$ cat config.mk
export PLATFORM = sky130hd
export DESIGN_NAME = bank_timing_tracker
export DESIGN_NICKNAME = d
export VERILOG_FILES = /design/src/rtl/bank_timing_tracker.sv
export SDC_FILE = /design/constraint.sdc
export NUM_CORES = 1
export LEC_CHECK = 0
export ABC_AREA = 1
export BUFFER_PORTS_ARGS = -buffer_cell sky130_fd_sc_hd__buf_2
export CAP_MARGIN = 10
export CELL_PAD_IN_SITES_DETAIL_PLACEMENT = 1
export CELL_PAD_IN_SITES_GLOBAL_PLACEMENT = 1
export CORE_MARGIN = 2
export CORE_UTILIZATION = 28
export DETAILED_ROUTE_END_ITERATION = 16
export PLACE_DENSITY = 0.52
export SLEW_MARGIN = 5
export SYNTH_ARGS = -nofsm -noshare
export SYNTH_HDL_FRONTEND = slang
export SYNTH_SLANG_ARGS = --single-unit
$ cat constraint.sdc
create_clock -name ck_tp -period 2.39 [get_ports ck_tp]
set_input_delay 0.1195 -clock ck_tp [delete_from_list [all_inputs] [get_ports ck_tp]]
set_output_delay 0.1195 -clock ck_tp [all_outputs]
set_load 0.01 [all_outputs]
$ cat src/rtl/bank_timing_tracker.sv
// bank_timing_tracker
// Per-bank DDR timing state tracker for the emulated DIMM. Consumes decoded,
// chip-selected commands and keeps one timing state machine per bank, plus a
// refresh-interval tracker. The published bank states gate the memory cache.
//
// Optional feature macro: TIMING_VIOLATION_EN
//   defined   -> illegal commands pulse violation, capture viol_bank and
//                increment the saturating viol_cnt
//   undefined -> illegal commands are silently dropped; violation outputs are 0
//
// Ports:
//   ck_tp        clock, rising edge active
//   reset_n      asynchronous active-low reset
//   cmd_valid    command present this cycle (already qualified by chip select)
//   cmd[2:0]     0 NOP, 1 ACT, 2 RD, 3 WR, 4 PRE, 5 PREA, 6 REF, 7 reserved (NOP)
//   bg, ba       target bank group / bank
//   bank_state   5-bit state of bank idx = bg*BANKSPERGROUP+ba at [5*idx +: 5]
//   all_idle     every bank IDLE
//   refresh_due  T_REFI cycles elapsed since the last accepted REF
//   violation    one-cycle pulse, an illegal command was rejected
//   viol_bank    {bg,ba} of the last violation
//   viol_cnt     saturating violation count
//
// Handshake: there is no ready/backpressure. A command is sampled on every
// rising edge where cmd_valid is high; it is either accepted (legal) or
// dropped (illegal). Legality is always judged on the registered state
// visible before that edge.
module bank_timing_tracker #(
  parameter int BGWIDTH = 2,
  parameter int BAWIDTH = 2,
  parameter int T_RCD   = 17,
  parameter int T_RP    = 17,
  parameter int T_RAS   = 32,
  parameter int T_ABA   = 24,
  parameter int T_ABAR  = 24,
  parameter int T_RFC   = 34,
  parameter int T_REFI  = 9360
) (
  input  logic                                   ck_tp,
  input  logic                                   reset_n,
  input  logic                                   cmd_valid,
  input  logic [2:0]                             cmd,
  input  logic [BGWIDTH-1:0]                     bg,
  input  logic [BAWIDTH-1:0]                     ba,
  output logic [5*(2**(BGWIDTH+BAWIDTH))-1:0]    bank_state,
  output logic                                   all_idle,
  output logic                                   refresh_due,
  output logic                                   violation,
  output logic [BGWIDTH+BAWIDTH-1:0]             viol_bank,
  output logic [7:0]                             viol_cnt
);
  localparam int IW = BGWIDTH + BAWIDTH;
  localparam int NB = 2**IW;

  // Transient states load T-1 and leave on the edge where the count is 0,
  // so each transient state is visible for exactly T cycles.
  localparam logic [15:0] RCD_LD   = 16'(T_RCD - 1);
  localparam logic [15:0] RP_LD    = 16'(T_RP - 1);
  localparam logic [15:0] ABA_LD   = 16'(T_ABA - 1);
  localparam logic [15:0] ABAR_LD  = 16'(T_ABAR - 1);
  localparam logic [15:0] RFC_LD   = 16'(T_RFC - 1);
  localparam logic [15:0] TRAS_MAX = 16'(T_RAS);
  localparam logic [15:0] REFI_MAX = 16'(T_REFI);

  localparam logic [2:0] CMD_NOP  = 3'd0;
  localparam logic [2:0] CMD_ACT  = 3'd1;
  localparam logic [2:0] CMD_RD   = 3'd2;
  localparam logic [2:0] CMD_WR   = 3'd3;
  localparam logic [2:0] CMD_PRE  = 3'd4;
  localparam logic [2:0] CMD_PREA = 3'd5;
  localparam logic [2:0] CMD_REF  = 3'd6;
  localparam logic [2:0] CMD_RSV  = 3'd7;

  typedef enum logic [4:0] {
    S_IDLE        = 5'h00,
    S_ACTIVATING  = 5'h01,
    S_ACTIVE      = 5'h03,
    S_PRECHARGING = 5'h0A,
    S_READING     = 5'h0B,
    S_WRITING     = 5'h12,
    S_REFRESHING  = 5'h0C
  } bank_st_e;

  bank_st_e    state_q [NB];
  logic [15:0] cnt_q   [NB];
  logic [15:0] tras_q  [NB];
  logic [15:0] refi_q;
  logic [15:0] refi_next;

  logic [IW-1:0] tgt;
  logic [NB-1:0] sel;
  bank_st_e      tgt_st;
  logic [15:0]   tgt_tras;
  logic          prea_block;
  logic          busy;
  logic          act_ok, rd_ok, wr_ok, pre_ok, prea_ok, ref_ok;

  assign tgt      = {bg, ba};
  assign sel      = NB'(1) << tgt;
  assign tgt_st   = state_q[tgt];
  assign tgt_tras = tras_q[tgt];

`ifdef TIMING_VIOLATION_EN
  logic [IW-1:0] prea_bad;
  logic [IW-1:0] ref_bad;
  logic [IW-1:0] viol_idx;
  logic          illegal;
`endif

  // Scan banks in index order: PREA is blocked by any transient bank or any
  // ACTIVE bank short of tRAS; REF is blocked by any non-IDLE bank. The first
  // offender is remembered for violation reporting.
  always_comb begin
    prea_block = 1'b0;
    busy       = 1'b0;
`ifdef TIMING_VIOLATION_EN
    prea_bad   = '0;
    ref_bad    = '0;
`endif
    for (int i = 0; i < NB; i++) begin
      if (!prea_block &&
          ((state_q[i] != S_IDLE && state_q[i] != S_ACTIVE) ||
           (state_q[i] == S_ACTIVE && tras_q[i] < TRAS_MAX))) begin
        prea_block = 1'b1;
`ifdef TIMING_VIOLATION_EN
        prea_bad   = IW'(i);
`endif
      end
      if (!busy && state_q[i] != S_IDLE) begin
        busy    = 1'b1;
`ifdef TIMING_VIOLATION_EN
        ref_bad = IW'(i);
`endif
      end
    end
  end

  assign act_ok  = cmd_valid && cmd == CMD_ACT && tgt_st == S_IDLE;
  assign rd_ok   = cmd_valid && cmd == CMD_RD  && tgt_st == S_ACTIVE;
  assign wr_ok   = cmd_valid && cmd == CMD_WR  && tgt_st == S_ACTIVE;
  // PRE to an IDLE bank is accepted but changes nothing.
  assign pre_ok  = cmd_valid && cmd == CMD_PRE &&
                   (tgt_st == S_IDLE || (tgt_st == S_ACTIVE && tgt_tras >= TRAS_MAX));
  assign prea_ok = cmd_valid && cmd == CMD_PREA && !prea_block;
  assign ref_ok  = cmd_valid && cmd == CMD_REF  && !busy;
  assign all_idle = !busy;

  always_comb begin
    bank_state = '0;
    for (int i = 0; i < NB; i++) begin
      bank_state[5*i +: 5] = state_q[i];
    end
  end

  always_ff @(posedge ck_tp or negedge reset_n) begin
    if (!reset_n) begin
      for (int i = 0; i < NB; i++) begin
        state_q[i] <= S_IDLE;
        cnt_q[i]   <= '0;
        tras_q[i]  <= '0;
      end
    end else begin
      for (int i = 0; i < NB; i++) begin
        if (tras_q[i] < TRAS_MAX) tras_q[i] <= tras_q[i] + 16'd1;
        case (state_q[i])
          S_IDLE: begin
            if (act_ok && sel[i]) begin
              state_q[i] <= S_ACTIVATING;
              cnt_q[i]   <= RCD_LD;
              tras_q[i]  <= '0;
            end else if (ref_ok) begin
              state_q[i] <= S_REFRESHING;
              cnt_q[i]   <= RFC_LD;
            end
          end
          S_ACTIVE: begin
            if (rd_ok && sel[i]) begin
              state_q[i] <= S_READING;
              cnt_q[i]   <= ABAR_LD;
            end else if (wr_ok && sel[i]) begin
              state_q[i] <= S_WRITING;
              cnt_q[i]   <= ABA_LD;
            end else if ((pre_ok && sel[i]) || prea_ok) begin
              state_q[i] <= S_PRECHARGING;
              cnt_q[i]   <= RP_LD;
            end
          end
          S_ACTIVATING, S_READING, S_WRITING: begin
            if (cnt_q[i] == '0) state_q[i] <= S_ACTIVE;
            else                cnt_q[i]   <= cnt_q[i] - 16'd1;
          end
          S_PRECHARGING, S_REFRESHING: begin
            if (cnt_q[i] == '0) state_q[i] <= S_IDLE;
            else                cnt_q[i]   <= cnt_q[i] - 16'd1;
          end
          default: state_q[i] <= S_IDLE;
        endcase
      end
    end
  end

  // Refresh interval counter saturates at T_REFI; an accepted REF restarts it
  // and takes priority over the flag rising in the same cycle.
  always_comb begin
    if (ref_ok)                  refi_next = '0;
    else if (refi_q == REFI_MAX) refi_next = refi_q;
    else                         refi_next = refi_q + 16'd1;
  end

  always_ff @(posedge ck_tp or negedge reset_n) begin
    if (!reset_n) begin
      refi_q      <= '0;
      refresh_due <= 1'b0;
    end else begin
      refi_q      <= refi_next;
      refresh_due <= (refi_next == REFI_MAX);
    end
  end

`ifdef TIMING_VIOLATION_EN
  // Reserved and NOP codes are never violations; every other code is illegal
  // exactly when its acceptance condition is false.
  assign illegal  = cmd_valid && cmd != CMD_NOP && cmd != CMD_RSV &&
                    !(act_ok || rd_ok || wr_ok || pre_ok || prea_ok || ref_ok);
  assign viol_idx = (cmd == CMD_PREA) ? prea_bad :
                    (cmd == CMD_REF)  ? ref_bad  : tgt;

  always_ff @(posedge ck_tp or negedge reset_n) begin
    if (!reset_n) begin
      violation <= 1'b0;
      viol_bank <= '0;
      viol_cnt  <= '0;
    end else begin
      violation <= illegal;
      if (illegal) begin
        viol_bank <= viol_idx;
        if (viol_cnt != 8'hFF) viol_cnt <= viol_cnt + 8'd1;
      end
    end
  end
`else
  assign violation = 1'b0;
  assign viol_bank = '0;
  assign viol_cnt  = '0;
`endif

endmodule
==> results.json, run 1 <==
{
  "dr.first_iter.drc_count": 1881,
  "detailedPlacementHpwl_microns": 99860,
  "max_freq_mhz": 381.1,
  "drtPass1Iterations": 5,
  "crit_path_cell_trace": "nor2_1 > buf_4 > nand3_2 > buf_4 > inv_2 > nand4_1 > buf_4 > nor4_4 > buf_4 > buf_6",
  "yosys_warnings": 0,
  "violated_checks": "setup timing",
  "dr_total_vias": 36498,
  "power_density_nw_per_um2": 898.1,
  "synth_compound_gate_area_share": 0.03538,
  "setup_viol_count_final": 361,
  "share_of_the_clock_period_used_by_the_worst_path": 1.098,
  "initial_core_utilization": 0.2828,
  "cts_tree": "built",
  "critical_path_class": "reg -> out",
  "drive_above_1_share": 0.2336,
  "crit_path_start_kind": "flip-flop",
  "cell_occurring_most_often_along_the_worst_timing_path": "sky130_fd_sc_hd__buf_4",
  "port_buffers": 91,
  "ir_worst_vdd_mv": 0.4948,
  "critPathMaxFanout": 4,
  "status": "finished with violations",
  "fp.dieH_microns": 366.1,
  "antennaDiodeCount": 0,
  "worst-slew-pin-transition_ns": 0.5742,
  "synth.area.mux_share": 0,
  "clock_insertion_delay_worst_skew_ns": 0.68,
  "cts_buffer_depth": 3,
  "place_ws_ns": -0.5555,
  "synthesis.area_sq_um": 36710,
  "min_path_type": "in -> async",
  "synth-async-reset-ratio": 1.000,
  "finalNetCount": 5976,
  "setup.worst_path.end_class": "primary output",
  "p_total_mw": 44.40,
  "grt-ovfl-total": 0,
  "die_width_microns": 366.1,
  "number_of_antenna_violations_at_the_first_check_in_global_routing": 2,
  "netlist_top_cells_area": "sky130_fd_sc_hd__dfrtp_1, sky130_fd_sc_hd__nand2_1, sky130_fd_sc_hd__nor2_1",
  "number_of_cells_produced_by_synthesis": 5158,
  "worst_ep_arrival_time_ns": 2.50,
  "ys_types": 42,
  "r2r_cells": 17,
  "final_period_minus_worst_setup_slack_ns": 2.624,
  "syn_to_final_growth_pct": 34.66,
  "place_congestion": 0.8664,
  "drt-wirelength-per-cell_microns": 17.83,
  "die_area_sq_um": 134000,
  "adder_cell_share_of_the_synthesized_area": 0.01193,
  "ant_nets": 0,
  "clock_tree_sinks": 609,
  "synth_simple_gate_area_frac": 0.3811,
  "post-route-drc-count": 0,
  "synth_area_per_cell_sq_um": 7.117,
  "std_cell_rows": 132,
  "grt_first_pass_wirelength_microns": 216400,
  "drv_slew": 0,
  "synth.largest_area_cell": "sky130_fd_sc_hd__dfrtp_1",
  "postSynthRegisterBits": 609,
  "synth_xor_xnor_area_share": 0.05893,
  "h-tree-depth": 3,
  "cts.root.buffer_cell": "sky130_fd_sc_hd__clkbuf_16",
  "max-cap-violations": 0,
  "leakage_nw": 27.20,
  "post-synth-top-area-fraction": 0.4151,
  "final-hold-violation-count": 0,
  "track_usage": 0.2014,
  "cpPeakStageDelay_ns": 0.39,
  "routed_wirelength_microns": 137800,
  "rsz0062_at_grt": "true",
  "vias_in_the_first_global_route": 37396,
  "share_of_synthesized_area_occupied_by_flip_flops_and_latches": 0.4151,
  "slew_headroom": 0.6172,
  "yosys.cell_count.top_type": "sky130_fd_sc_hd__nand2_1",
  "cp_data_required_time_ns": 2.27,
  "core_area_sq_um": 129800,
  "synth-edff-count": 0,
  "clkTransAtPathRegs_ns": 0.06,
  "avgViaCountPerCell": 4.722,
  "timing.critical_path.slowest_stage_cell": "sky130_fd_sc_hd__dfrtp_1",
  "postLayoutSetupSlackWorst_ns": -0.2339,
  "grt_max_degree": 88,
  "synth_ff_type": "sky130_fd_sc_hd__dfrtp_1",
  "synth_cell_count_leaders": "sky130_fd_sc_hd__nand2_1, sky130_fd_sc_hd__nor2_1, sky130_fd_sc_hd__inv_1",
  "pin_count": 105,
  "clock-skew-final_ns": 0.02826,
  "dominant_combinational_cell_family_by_area_after_synthesis": "simple AND/OR/NAND/NOR gates",
  "tritoncts.num_buffers": 83
}
[cell usage in the layout, fill, tap and decap left out, types with 6 or more instances in the layout]
| master | count |
|---|---|
| sky130_fd_sc_hd__nand2_1 | 1443 |
| sky130_fd_sc_hd__buf_4 | 647 |
| sky130_fd_sc_hd__inv_1 | 617 |
| sky130_fd_sc_hd__nor2_1 | 612 |
| sky130_fd_sc_hd__dfrtp_1 | 598 |
| sky130_fd_sc_hd__nand4_1 | 378 |
| sky130_fd_sc_hd__nand3_1 | 287 |
| sky130_fd_sc_hd__xor2_1 | 125 |
| sky130_fd_sc_hd__xnor2_1 | 122 |
| sky130_fd_sc_hd__clkbuf_16 | 93 |
| sky130_fd_sc_hd__nor3_1 | 90 |
| sky130_fd_sc_hd__buf_2 | 90 |
| sky130_fd_sc_hd__o21ai_0 | 84 |
| sky130_fd_sc_hd__nand2_2 | 80 |
| sky130_fd_sc_hd__nand3_2 | 75 |
| sky130_fd_sc_hd__a21oi_1 | 64 |
| sky130_fd_sc_hd__buf_6 | 63 |
| sky130_fd_sc_hd__buf_12 | 50 |
| sky130_fd_sc_hd__nand3_4 | 46 |
| sky130_fd_sc_hd__or2_2 | 39 |
| sky130_fd_sc_hd__nor2_2 | 37 |
| sky130_fd_sc_hd__ha_1 | 35 |
| sky130_fd_sc_hd__o211ai_1 | 33 |
| sky130_fd_sc_hd__inv_2 | 32 |
| sky130_fd_sc_hd__nor2_4 | 28 |
| sky130_fd_sc_hd__nor4_1 | 28 |
| sky130_fd_sc_hd__clkbuf_1 | 20 |
| sky130_fd_sc_hd__clkbuf_8 | 20 |
| sky130_fd_sc_hd__nand2_4 | 18 |
| sky130_fd_sc_hd__a31oi_1 | 14 |
| sky130_fd_sc_hd__conb_1 | 13 |
| sky130_fd_sc_hd__clkinv_2 | 12 |
| sky130_fd_sc_hd__o21ai_1 | 11 |
| sky130_fd_sc_hd__dfrtp_2 | 11 |
| sky130_fd_sc_hd__buf_8 | 9 |
| sky130_fd_sc_hd__a21oi_2 | 8 |
| sky130_fd_sc_hd__inv_4 | 7 |
| sky130_fd_sc_hd__nand3b_1 | 6 |
| sky130_fd_sc_hd__o21ai_2 | 6 |
[layer usage]
metal	vias up	share of wire	GRT usage
met4	0	0.021	0.04234
li1	18044	-	-
met5	-	0	0
met2	338	0.47	0.3354
met1	17973	0.48	0.2775
met3	143	0.029	0.02706
[registers in the layout, summed over array words and instances (netlist names)]
signal	count
refresh_due	1
tras_q	256
refi_q	16
cnt_q	256
bank_state	80
[repair_timing]
item,4_1_cts,5_1_grt
hold buffers,2,0
endpoints found under the setup margin,528,586
cloned,9,12
pin swaps,34,84
gates resized for setup,138,358
hold endpoints to repair,609,0
buffers inserted,18,39
[stage by stage]
| stage | instance area (sq um) | TNS [ns] | instances | util | hold WS, ns |
|---|---|---|---|---|---|
| floorplan | 36760 | 0 | 5170 | - | -0.1761 |
| global placement | 44170 | -155.86 | 7512 | 0.3403 | 0.06829 |
| detailed placement | 44170 | -175.08 | 7512 | 0.3403 | 0.06422 |
| CTS | 47650 | -79.63 | 7683 | 0.3670 | 0.1341 |
| global route | 49430 | -97.69 | 7730 | 0.3808 | 0.1685 |
| finish | 49430 | -49.45 | 7730 | 0.3808 | 0.1776 |
[logic make-up (layout without fill, tap and decap cells)]
group                    after synthesis  count (layout)
other                                  1              13
AND/OR/NAND/NOR                     3172            3181
XOR/XNOR                             247             247
adder cells (fa/ha/maj)               35              35
AO/OA/AOI/OAI                        232             232
flip-flops                           609             609
buffers and inverters                862            1671
[final cells by class]
class | instances | area [sq um]
fill | 16010 | 80380
sequential | 609 | 15250
inverter | 659 | 2504
clock buffer | 124 | 2452
clock inverter | 18 | 182.7
multi-input combinational | 3708 | 19450
timing repair buffer | 870 | 7416
tap | 1742 | 2180
[worst max-delay path: cells and delay by family (launching register included)]
kind	cells	cell delay, ns
buffers and inverters	6	0.83
DFF	1	0.39
and+or+nand+nor	4	0.59
[path summary, 6_finish.rpt]
| kind | startpoint | end | slack (ns) |
|---|---|---|---|
| worst max-delay path | bank_state[38] | all_idle | -0.23 |
| worst min-delay path | reset_n | cnt_q[20] | 0.18 |
| worst max register to register | bank_state[18] | cnt_q[197] | -0.23 |
| worst min register to register | tras_q[109] | tras_q[109] | 0.46 |
| max in group asynchronous | reset_n | cnt_q[158] | 1.63 |
| min in group ck_tp | cmd[2] | bank_state[22] | 0.20 |
[power breakdown]
part	total, mW	internal (mW)	switching [mW]
logic	19.1	7.68	11.4
clock network	12.4	7.35	5.04
registers	12.9	11.7	1.19
Power figures use the tool's default switching activity.
==> inputs of run 2 (changes only) <==
Settings changed: CORE_UTILIZATION 28 to 42, PLACE_DENSITY 0.52 to 0.89.
==> run 2 against run 1 <==
Area after synthesis is the same. The flow now stops in 5_1_grt. Synthesized cell count is the same.
==> results.json, run 2 <==
{
  "status": "did not finish",
  "detailedPlacementHpwl_microns": 103800,
  "synth_cell_count_leaders": "sky130_fd_sc_hd__nand2_1, sky130_fd_sc_hd__nor2_1, sky130_fd_sc_hd__inv_1",
  "grt-ovfl-total": 339,
  "synth-async-reset-ratio": 1.000,
  "timing.worst_endpoint.kind": "register data pin",
  "postSynthRegisterBits": 609,
  "synth-edff-count": 0,
  "synthesis.area_sq_um": 36710,
  "h-tree-depth": 3,
  "tritoncts.num_buffers": 74,
  "clock_tree_sinks": 609,
  "cts_buffer_depth": 3,
  "track_usage": 0.8328,
  "synth_ff_type": "sky130_fd_sc_hd__dfrtp_1",
  "pin_count": 105,
  "yosys.cell_count.top_type": "sky130_fd_sc_hd__nand2_1",
  "post-synth-top-area-fraction": 0.4151,
  "std_cell_rows": 108,
  "fp.dieH_microns": 299.7,
  "share_of_synthesized_area_occupied_by_flip_flops_and_latches": 0.4151,
  "synth.largest_area_cell": "sky130_fd_sc_hd__dfrtp_1",
  "number_of_antenna_violations_at_the_first_check_in_global_routing": 55,
  "grt_max_degree": 63,
  "port_buffers": 91,
  "run.stop_error": "[ERROR GRT-0232] Routing congestion too high. Check the congestion heatmap in the GUI.",
  "netlist_top_cells_area": "sky130_fd_sc_hd__dfrtp_1, sky130_fd_sc_hd__nand2_1, sky130_fd_sc_hd__nor2_1",
  "die_width_microns": 299.7,
  "failing_step": "5_1_grt",
  "initial_core_utilization": 0.4232,
  "ys_types": 42,
  "number_of_cells_produced_by_synthesis": 5158,
  "timing.grt.repair.worst_endpoint": "cnt_q[225]$_DFFE_PN0P_/D",
  "yosys_warnings": 0,
  "place_congestion": 0.9512,
  "cts.root.buffer_cell": "sky130_fd_sc_hd__clkbuf_16",
  "synth_area_per_cell_sq_um": 7.117
}
[run 2: cell counts after synthesis]
Identical to the previous run, type by type.
[run 2: per-layer routing]
layer / global-route usage / GRT overflow
met1: 0.8112 / 15
met2: 0.9373 / 167
met4: 0.8257 / 126
met3: 0.7699 / 29
met5: 0.5635 / 2
[run 2: through the flow]
stage | std cells | instance area (sq um) | TNS, ns | setup slack (ns) | utilization
after floorplan | 5170 | 36760 | 0 | 0.009472 | -
after global placement | 6826 | 42500 | -193.49 | -0.6566 | 0.4899
after detailed placement | 6826 | 42500 | -307.84 | -0.8839 | 0.4899
after CTS | 7133 | 49900 | -73.20 | -0.3122 | 0.5751
[run 2: repair_timing]
action	CTS
hold buffers	1
setup buffers	143
endpoints found under the hold margin	162
pin swaps	186
resized for setup	837
cloned	32
setup endpoints to repair	610
[run 2: cell families after synthesis]
logic type      synth area share
xor+xnor                 0.05893
flops                     0.4151
buf+inv                  0.09741
other cells            0.0001021
fa+ha+maj                0.01193
simple gates              0.3811
compound gates           0.03538
==> inputs of run 3 (changes only) <==
Settings changed: CELL_PAD_IN_SITES_DETAIL_PLACEMENT 1 to default, CELL_PAD_IN_SITES_GLOBAL_PLACEMENT 1 to default, CORE_UTILIZATION 42 to 40, PLACE_DENSITY 0.89 to default, PLACE_DENSITY_LB_ADDON from default to 0.15.
Clock period 2.39 ns to 3.1 ns, I/O delays scaled along.
==> run 3 against run 2 <==
The run now ends clean.
==> results.json, run 3 (same netlist as run 1, synthesis figures left out) <==
{
  "status": "complete, no violations",
  "cts_buffer_depth": 3,
  "initial_core_utilization": 0.4023,
  "grt.met2_usage": 0.3533,
  "final_common_cell": "sky130_fd_sc_hd__nand2_1",
  "slew_headroom": 0.4073,
  "power_density_nw_per_um2": 722.9,
  "postLayoutSetupSlackWorst_ns": 0.1131,
  "die_area_sq_um": 94220,
  "rsz0062_at_grt": "true",
  "critPathMaxFanout": 18,
  "clock_insertion_delay_worst_skew_ns": 0.64,
  "worst_ep_arrival_time_ns": 3.56,
  "std_cell_rows": 111,
  "timing.critical_path.slowest_stage_cell": "sky130_fd_sc_hd__dfrtp_1",
  "die_width_microns": 307.0,
  "grt_max_degree": 80,
  "worstPathBufferInverterCount": 4,
  "avgViaCountPerCell": 5.078,
  "max_freq_mhz": 334.8,
  "tritoncts.num_buffers": 75,
  "clock-skew-final_ns": 0.03146,
  "tns_ns": 0,
  "worst-slew-pin-transition_ns": 0.8858,
  "cts_tree": "built",
  "layout_common_cells": "sky130_fd_sc_hd__nand2_1, sky130_fd_sc_hd__nor2_1, sky130_fd_sc_hd__inv_1",
  "track_usage": 0.2271,
  "setup_viol_count_final": 0,
  "busiest_layer": "met2",
  "finalNetCount": 5388,
  "leakage_nw": 23.78,
  "clkTransAtPathRegs_ns": 0.06,
  "fp.dieH_microns": 307.0,
  "final_period_minus_worst_setup_slack_ns": 2.987,
  "grt_first_pass_wirelength_microns": 173000,
  "drtPass1Iterations": 7,
  "number_of_antenna_violations_at_the_first_check_in_global_routing": 5,
  "ant_nets": 0,
  "syn_to_final_growth_pct": 14.71,
  "groute.layer.met1.usage": 0.3256,
  "gr-usage-met3": 0.03728,
  "ir_worst_vdd_mv": 0.4954,
  "dr.first_iter.drc_count": 2660,
  "place_congestion": 0.9197,
  "cts.root.buffer_cell": "sky130_fd_sc_hd__clkbuf_16",
  "grt-ovfl-total": 0,
  "fin_util": 0.4615,
  "critical-path-top-delay-family": "simple AND/OR/NAND/NOR gates",
  "pin_count": 105,
  "share_of_the_clock_period_used_by_the_worst_path": 0.9635,
  "p_total_mw": 30.44,
  "min_path_type": "in -> async",
  "cell_occurring_most_often_along_the_worst_timing_path": "sky130_fd_sc_hd__nand2_1",
  "place_ws_ns": -0.09085,
  "vias_in_the_first_global_route": 31554,
  "drt-wirelength-per-cell_microns": 16.24,
  "routed_wirelength_microns": 107000,
  "clock_tree_sinks": 609,
  "critical_path_class": "reg -> reg",
  "crit_path_start_kind": "flip-flop",
  "max-cap-violations": 0,
  "final-hold-violation-count": 0,
  "cp_data_required_time_ns": 3.67,
  "crit_path_cell_trace": "inv_1 > nand2_1 > nor2_1 > nand2_1 > inv_1 > nand4_1 > nor2_1 > nand3_4 > buf_4 > nand3_1 > buf_4 > nand4_1 > nand2_1",
  "num-fill-cells": 9280,
  "post-route-drc-count": 0,
  "cpPeakStageDelay_ns": 0.38,
  "h-tree-depth": 3,
  "drv_slew": 0,
  "port_buffers": 91,
  "setup.worst_path.end_class": "flip-flop",
  "hold_ws_ns": 0.1608,
  "detailedPlacementHpwl_microns": 77230,
  "drive_above_1_share": 0.1009,
  "post_cts.repair.setup_buffers": 0,
  "core_area_sq_um": 91250,
  "dr_total_vias": 33460
}
-- run 3: power by group --
part | total, mW | switching (mW) | internal, mW
clock | 9.24 | 3.61 | 5.63
sequential | 9.99 | 0.944 | 9.05
combinational | 11.2 | 7.36 | 3.85
total | 30.4 | 11.9 | 18.5
-- run 3: what timing repair did --
action / CTS / global route
gates cloned: 0 / 3
endpoints found under the setup margin: 16 / 235
pin swaps: 0 / 5
hold buffers: 1 / 0
resized for setup: 1 / 35
hold endpoints to repair: 58 / 0
-- run 3: final cells by class --
class                           count  area [sq um]  area share
Tap cell                         1186          1484     0.03524
Clock buffer                      110          2252     0.05348
Timing Repair Buffer              296          2151     0.05108
Antenna cell                        2         5.005   0.0001188
Clock inverter                     25         347.8    0.008260
Multi-Input combinational cell   3702         18150      0.4311
Sequential cell                   609         15240      0.3619
Inverter                          659          2476     0.05880
-- run 3: worst paths after layout --
path / cells past startpoint / from / endpoint / slack (ns)
worst max-delay path: 13 / bank_state[52] / bank_state[53] / 0.11
worst min-delay path: 2 / reset_n / cnt_q[104] / 0.16
worst max register to register: 13 / bank_state[52] / bank_state[53] / 0.11
worst min register to register: 2 / tras_q[207] / tras_q[207] / 0.46
max in group asynchronous: 3 / reset_n / bank_state[24] / 2.00
min in group ck_tp: 7 / cmd[1] / bank_state[5] / 0.20
-- run 3: layer usage --
layer / wire length, microns / part of all wire
met1: 51330 / 0.48
met2: 47330 / 0.44
met3: 5499 / 0.051
met4: 2813 / 0.026
met5: 44 / 0.00041
-- run 3: metrics by stage --
step	area (sq um)	instances
global route	42110	6589
floorplan	36760	5170
finish	42110	6589
CTS	41920	6584
detailed placement	39310	6448
global placement	39310	6448
-- run 3: worst register-to-register path, stage by stage, from the launching register on --
cell and delay, ns:
sky130_fd_sc_hd__dfrtp_1 0.38, sky130_fd_sc_hd__inv_1 0.09, sky130_fd_sc_hd__nand2_1 0.17, sky130_fd_sc_hd__nor2_1 0.17
sky130_fd_sc_hd__nand2_1 0.12, sky130_fd_sc_hd__inv_1 0.21, sky130_fd_sc_hd__nand4_1 0.31, sky130_fd_sc_hd__nor2_1 0.27
sky130_fd_sc_hd__nand3_4 0.09, sky130_fd_sc_hd__buf_4 0.23, sky130_fd_sc_hd__nand3_1 0.36, sky130_fd_sc_hd__buf_4 0.28
sky130_fd_sc_hd__nand4_1 0.13, sky130_fd_sc_hd__nand2_1 0.11
